<file path="src/rtl/uart_rx.sv">
// -----------------------------------------------------------------------------
// uart_rx : oversampled asynchronous serial receiver (8N1 by default).
//
// The receiver synchronises RxD, finds the falling edge of the start bit,
// confirms it at mid start bit, and then samples each data bit and the stop
// bit at its centre. It publishes each completed byte with a
// Receive-Data-Available flag, a framing error flag and an overrun flag.
//
// Ports
//   clk         : system clock
//   rst         : synchronous, active-high reset
//   Enable      : single-cycle oversample tick, OVERSAMPLE ticks per bit
//   RxD         : asynchronous serial input, idles high
//   rd_ack      : consumer has read RxD_data; clears RDA and the error flags
//   RxD_data    : last received byte; the first bit received is bit 0
//   RDA         : receive data available
//   framing_err : the stop bit of the last byte was sampled low
//   overrun     : a byte completed while RDA was still set
// -----------------------------------------------------------------------------
module uart_rx #(
    parameter int OVERSAMPLE = 16,
    parameter int DATA_BITS  = 8
) (
    input  logic                 clk,
    input  logic                 rst,
    input  logic                 Enable,
    input  logic                 RxD,
    input  logic                 rd_ack,
    output logic [DATA_BITS-1:0] RxD_data,
    output logic                 RDA,
    output logic                 framing_err,
    output logic                 overrun
);

    localparam int TW = (OVERSAMPLE > 1) ? $clog2(OVERSAMPLE) : 1;
    localparam int BW = $clog2(DATA_BITS + 1);

    localparam logic [TW-1:0] HALF_M1  = TW'(OVERSAMPLE / 2 - 1);
    localparam logic [TW-1:0] FULL_M1  = TW'(OVERSAMPLE - 1);
    localparam logic [BW-1:0] LAST_BIT = BW'(DATA_BITS - 1);

    typedef enum logic [1:0] {
        IDLE,
        START,
        DATA,
        STOP
    } state_t;

    state_t                 state_q, state_d;
    logic [TW-1:0]          tick_cnt_q, tick_cnt_d;
    logic [BW-1:0]          bit_cnt_q, bit_cnt_d;
    logic [DATA_BITS-1:0]   shift_q, shift_d;
    logic                   sync1_q, sync1_d;
    logic                   sync2_q, sync2_d;
    logic [DATA_BITS-1:0]   data_q, data_d;
    logic                   rda_q, rda_d;
    logic                   ferr_q, ferr_d;
    logic                   ovr_q, ovr_d;

    logic                   rx;
    logic                   done;
    logic [DATA_BITS:0]     shift_cat;

    // Two-flop synchroniser; both flops idle high so reset never looks like a start bit.
    always_comb begin
        sync1_d = RxD;
        sync2_d = sync1_q;
    end

    assign rx        = sync2_q;
    // New sample enters at the MSB so the first bit received ends up in bit 0.
    assign shift_cat = {rx, shift_q};

    // Frame-sequencing FSM: all progress happens only on Enable ticks.
    always_comb begin
        state_d    = state_q;
        tick_cnt_d = tick_cnt_q;
        bit_cnt_d  = bit_cnt_q;
        shift_d    = shift_q;
        done       = 1'b0;

        if (Enable) begin
            unique case (state_q)
                IDLE: begin
                    if (!rx) begin
                        state_d    = START;
                        tick_cnt_d = '0;
                    end
                end
                START: begin
                    // Re-check the line at mid start bit so short glitches are rejected.
                    if (tick_cnt_q == HALF_M1) begin
                        tick_cnt_d = '0;
                        if (!rx) begin
                            state_d   = DATA;
                            bit_cnt_d = '0;
                        end else begin
                            state_d = IDLE;
                        end
                    end else begin
                        tick_cnt_d = tick_cnt_q + TW'(1);
                    end
                end
                DATA: begin
                    if (tick_cnt_q == FULL_M1) begin
                        shift_d    = shift_cat[DATA_BITS:1];
                        tick_cnt_d = '0;
                        bit_cnt_d  = bit_cnt_q + BW'(1);
                        if (bit_cnt_q == LAST_BIT) begin
                            state_d = STOP;
                        end
                    end else begin
                        tick_cnt_d = tick_cnt_q + TW'(1);
                    end
                end
                STOP: begin
                    // Completing at mid stop bit leaves half a bit to catch a
                    // back-to-back start edge.
                    if (tick_cnt_q == FULL_M1) begin
                        done       = 1'b1;
                        state_d    = IDLE;
                        tick_cnt_d = '0;
                    end else begin
                        tick_cnt_d = tick_cnt_q + TW'(1);
                    end
                end
                default: state_d = IDLE;
            endcase
        end
    end

    // Output/status update; rd_ack is honoured every clk, but a completion
    // in the same cycle takes priority.
    always_comb begin
        data_d = data_q;
        rda_d  = rda_q;
        ferr_d = ferr_q;
        ovr_d  = ovr_q;

        if (done) begin
            data_d = shift_q;
            ferr_d = ~rx;
            ovr_d  = rda_q & ~rd_ack;
            rda_d  = 1'b1;
        end else if (rd_ack && rda_q) begin
            rda_d  = 1'b0;
            ferr_d = 1'b0;
            ovr_d  = 1'b0;
        end
    end

    always_ff @(posedge clk) begin
        if (rst) begin
            state_q    <= IDLE;
            tick_cnt_q <= '0;
            bit_cnt_q  <= '0;
            shift_q    <= '0;
            sync1_q    <= 1'b1;
            sync2_q    <= 1'b1;
            data_q     <= '0;
            rda_q      <= 1'b0;
            ferr_q     <= 1'b0;
            ovr_q      <= 1'b0;
        end else begin
            state_q    <= state_d;
            tick_cnt_q <= tick_cnt_d;
            bit_cnt_q  <= bit_cnt_d;
            shift_q    <= shift_d;
            sync1_q    <= sync1_d;
            sync2_q    <= sync2_d;
            data_q     <= data_d;
            rda_q      <= rda_d;
            ferr_q     <= ferr_d;
            ovr_q      <= ovr_d;
        end
    end

    assign RxD_data    = data_q;
    assign RDA         = rda_q;
    assign framing_err = ferr_q;
    assign overrun     = ovr_q;

endmodule

</file>
<file path="config.mk">
export PLATFORM = sky130hd
export DESIGN_NAME = uart_rx
export DESIGN_NICKNAME = d
export VERILOG_FILES = /design/src/rtl/uart_rx.sv
export SDC_FILE = /design/constraint.sdc
export NUM_CORES = 1
export LEC_CHECK = 0
export CAP_MARGIN = 10
export CORE_AREA = 2 2 56 58
export CTS_BUF_LIST = sky130_fd_sc_hd__clkbuf_8 sky130_fd_sc_hd__clkbuf_16
export DETAILED_ROUTE_END_ITERATION = 8
export DIE_AREA = 0 0 58 60
export GPL_ROUTABILITY_DRIVEN = 0
export PLACE_DENSITY = 0.72
export SYNTH_ARGS = -nofsm -noshare
export SYNTH_HDL_FRONTEND = slang
export SYNTH_SLANG_ARGS = --single-unit
</file>
<file path="constraint.sdc">
create_clock -name clk -period 3.7 [get_ports clk]
set_clock_uncertainty 0.2 [all_clocks]
set_input_delay 0.555 -clock clk [delete_from_list [all_inputs] [get_ports clk]]
set_output_delay 0.555 -clock clk [all_outputs]
set_load 0.005 [all_outputs]
</file>
==> impl_metrics.env <==
export IMPL_grt_pass1_vias=1271
export IMPL_synthesis_yosys_warnings=0
export IMPL_synth_seq_cells=31
export IMPL_synth_area_leaders="dfxtp_1 43%, a21oi_1 7.7%, nand3_1 7.3%"
export IMPL_die_y_um=60
export IMPL_drtAntennaViolNets=0
export IMPL_dpl_worst_slack_ns=1.19
export IMPL_reg2reg_from="tick_cnt_q[0]$_SDFFE_PP0P_"
export IMPL_outcome="complete, no violations"
export IMPL_drc=0
export IMPL_worstMarginPinSlew_ns=0.625
export IMPL_routed_wirelength_um=3120
export IMPL_power_w=0.000702
export IMPL_multi_input_area_um2=719
export IMPL_routed_via_density=6.14
export IMPL_start_util_pct=49.3
export IMPL_path_clk_slew_ns=0.06
export IMPL_io_pins=16
export IMPL_rsz0062_at_grt="no"
export IMPL_critPathLaunch="Enable"
export IMPL_period_share_pct=60.1
export IMPL_core_um2=2900
export IMPL_clockRootBuffer="clkbuf_8"
export IMPL_rrSetupSlack_ns=1.55
export IMPL_ir_drop_v=0.000423
export IMPL_synth_nets=173
export IMPL_drt_pass1_iterations=5
export IMPL_max_slew_margin_pct=58.2
export IMPL_clockBufferDepth=2
export IMPL_cp_slowest_stage_delay_ns=0.58
export IMPL_r2r_cells=5
export IMPL_p_leak_nw=0.529
export IMPL_drt_iter0_drc=53
export IMPL_netlist_area_leader_share_pct=43.4
export IMPL_worst_path_buf_inv=2
export IMPL_nNetsFinal=181
export IMPL_fin_ws_ns=1.48
export IMPL_synthToLayoutAreaGrowth_pct=17.0
export IMPL_synth_avg_cell_area_um2=8.62
export IMPL_setup_viol=0
export IMPL_ys_types=43
export IMPL_critPathLaunchType="input pin"
export IMPL_synth_edf_count=0
export IMPL_die_x_um=58
export IMPL_wl_per_cell_um=15.0
export IMPL_cts_resized=0
export IMPL_worstSetupEndpointType="register"
export IMPL_intPower_w=0.000561
export IMPL_grt_pass1_wl_um=5510
export IMPL_critPathKind="in2reg"
export IMPL_cts_sinks=31
export IMPL_overflow=0
export IMPL_path_max_fanout=23
export IMPL_ctsHoldBuffers=0
export IMPL_p_sw_share_pct=20.1
export IMPL_clockPowerShare_pct=49.2
export IMPL_insertion_delay_ns=0.29
export IMPL_hpwl_um=2070
export IMPL_grt_max_degree=24
export IMPL_portBuffers=15
export IMPL_crit_cells=5
export IMPL_yosysMostFrequentCell="dfxtp_1"
export IMPL_max_freq_mhz=450
export IMPL_grt_util_all_layers_pct=21.1
export IMPL_fin_hold_ws_ns=0.212
export IMPL_comb_power_share_pct=2.6
export IMPL_htree_levels=2
export IMPL_switchingPower_w=0.000141
export IMPL_hp_class="reg2reg"
export IMPL_slew_viol_final=0
export IMPL_crit_path_end="bit_cnt_q[3]$_SDFFE_PP0P_"
export IMPL_synthTopCellsByCount="31 x dfxtp_1, 22 x a21oi_1, 21 x nand3_1"
export IMPL_synth_async_reset_ratio_pct=0
export IMPL_syn_area_um2=1430
export IMPL_fin_crit_ns=2.22
export IMPL_dieArea_um2=3480
export IMPL_cp_cell_sequence="clkdlybuf4s50_1 -> nand4_1 -> buf_4 -> or4_1 -> a211oi_2"
export IMPL_r2r_end="bit_cnt_q[3]$_SDFFE_PP0P_"
export IMPL_floorplan_rows=20
export IMPL_drive_gt1_share_pct=8.57
export IMPL_arrival_ns=2.23
export IMPL_yosys_area_top_type="dfxtp_1"
export IMPL_numCtsBuffers=5
export IMPL_n_fill_cell=264
export IMPL_ys_flop_type="dfxtp_1"
export IMPL_n_antenna_cell=0
export IMPL_finalHoldViolCount=0
export IMPL_power_density_nw_per_um2=419
export IMPL_yosysSeqAreaShare_pct=43.4
export IMPL_worst_path_max_delay_cell="clkdlybuf4s50_1"
export IMPL_worstPathRequired_ns=3.70
export IMPL_vias=1278
export IMPL_regArea_um2=621
export IMPL_postCtsSetupRepairBufs=0
export IMPL_tritoncts="yes"
export IMPL_netlist_instances=166
export IMPL_setup_tns_ns=0
export IMPL_grt_antenna_before_repair=0
export IMPL_crit_family="buffers and inverters"
export IMPL_cap_viol_max_count=0
export IMPL_p_seq_share_pct=48.2
==> state kept, by name, indices dropped and copies added, names as in the netlist, named ones only <==
| signal | count |
|---|---|
| RxD_data | 8 |
| shift_q | 8 |
| bit_cnt_q | 4 |
| tick_cnt_q | 4 |
| RDA | 1 |
| framing_err | 1 |
| overrun | 1 |
| rx | 1 |
| state_q | 1 |
| sync1_q | 1 |
==> area by class of cell <==
class | instances | share of cell area [%]
inverter | 3 | 0.672
clock inverter | 2 | 2.09
clock buffer | 6 | 4.93
sequential | 31 | 37.0
timing repair buffer | 17 | 9.86
multi-input combinational | 116 | 42.9
tap | 33 | 2.46
==> per-layer routing <==
metal  track usage [%]  wire [um]
met3              6.93        222
met4              12.3         56
met2              34.3       1470
met1              24.5       1370
met5                 0          0
==> worst reg2reg max path: stages, from the launching register on <==
cell	delay, ns
dfxtp_1	0.41
ha_1	0.35
nand4_1	0.13
buf_4	0.22
or4_1	0.53
a211oi_2	0.22
==> power groups by stage <==
stage,combinational (W),clock (W),sequential [W]
after floorplan,0.0000108,0,0.000344
after global placement,0.0000177,0,0.000345
after detailed placement,0.0000183,0,0.000345
after CTS,0.0000184,0.000351,0.000338
after global routing,0.0000201,0.000364,0.000338
final,0.0000185,0.000345,0.000338
==> layout by cell type, fill, tap and decap left out, types with 2 or more instances in the layout <==
cell | synthesis | final
buf_4 | 3 | 2
a21oi_1 | 22 | 22
nand3_1 | 21 | 21
nand2_1 | 3 | 3
inv_1 | 3 | 3
o31ai_1 | 2 | 2
clkbuf_8 | 0 | 6
o211ai_1 | 2 | 2
nor2b_1 | 6 | 6
nand4b_1 | 2 | 2
o21ai_0 | 19 | 19
a32o_1 | 2 | 2
nor2_1 | 2 | 2
or2_2 | 3 | 3
dfxtp_1 | 31 | 31
nand2b_1 | 3 | 3
o2111ai_1 | 2 | 2
clkdlybuf4s50_1 | 0 | 15
a22oi_1 | 2 | 2
o221ai_1 | 3 | 3
ha_1 | 2 | 2
==> kinds of logic after synthesis <==
kind of cell	Yosys count	share of synthesized area [%]
flops	31	43.4
buf+inv	19	6.38
compound gates	62	26.7
simple gates	51	21.2
xor+xnor	1	0.612
fa+ha+maj	2	1.75
==> worst min-delay path by stage <==
stage	startpoint	endpoint	cells after the start
global placement	sync1_q$_SDFF_PP1_	rx$_SDFF_PP1_	1
global route	sync1_q$_SDFF_PP1_	rx$_SDFF_PP1_	1
detailed placement	sync1_q$_SDFF_PP1_	rx$_SDFF_PP1_	1
floorplan	sync1_q$_SDFF_PP1_	rx$_SDFF_PP1_	1
finish	sync1_q$_SDFF_PP1_	rx$_SDFF_PP1_	1
CTS	sync1_q$_SDFF_PP1_	rx$_SDFF_PP1_	1
==> metrics by stage <==
step	std cells	util, %	area (um2)
after CTS	208	57.7	1680
final	208	57.7	1680
after global routing	208	57.7	1680
after global placement	200	53.7	1560
after detailed placement	200	53.7	1560
after floorplan	166	-	1430
Note: power is estimated with default switching activity, not from simulation.
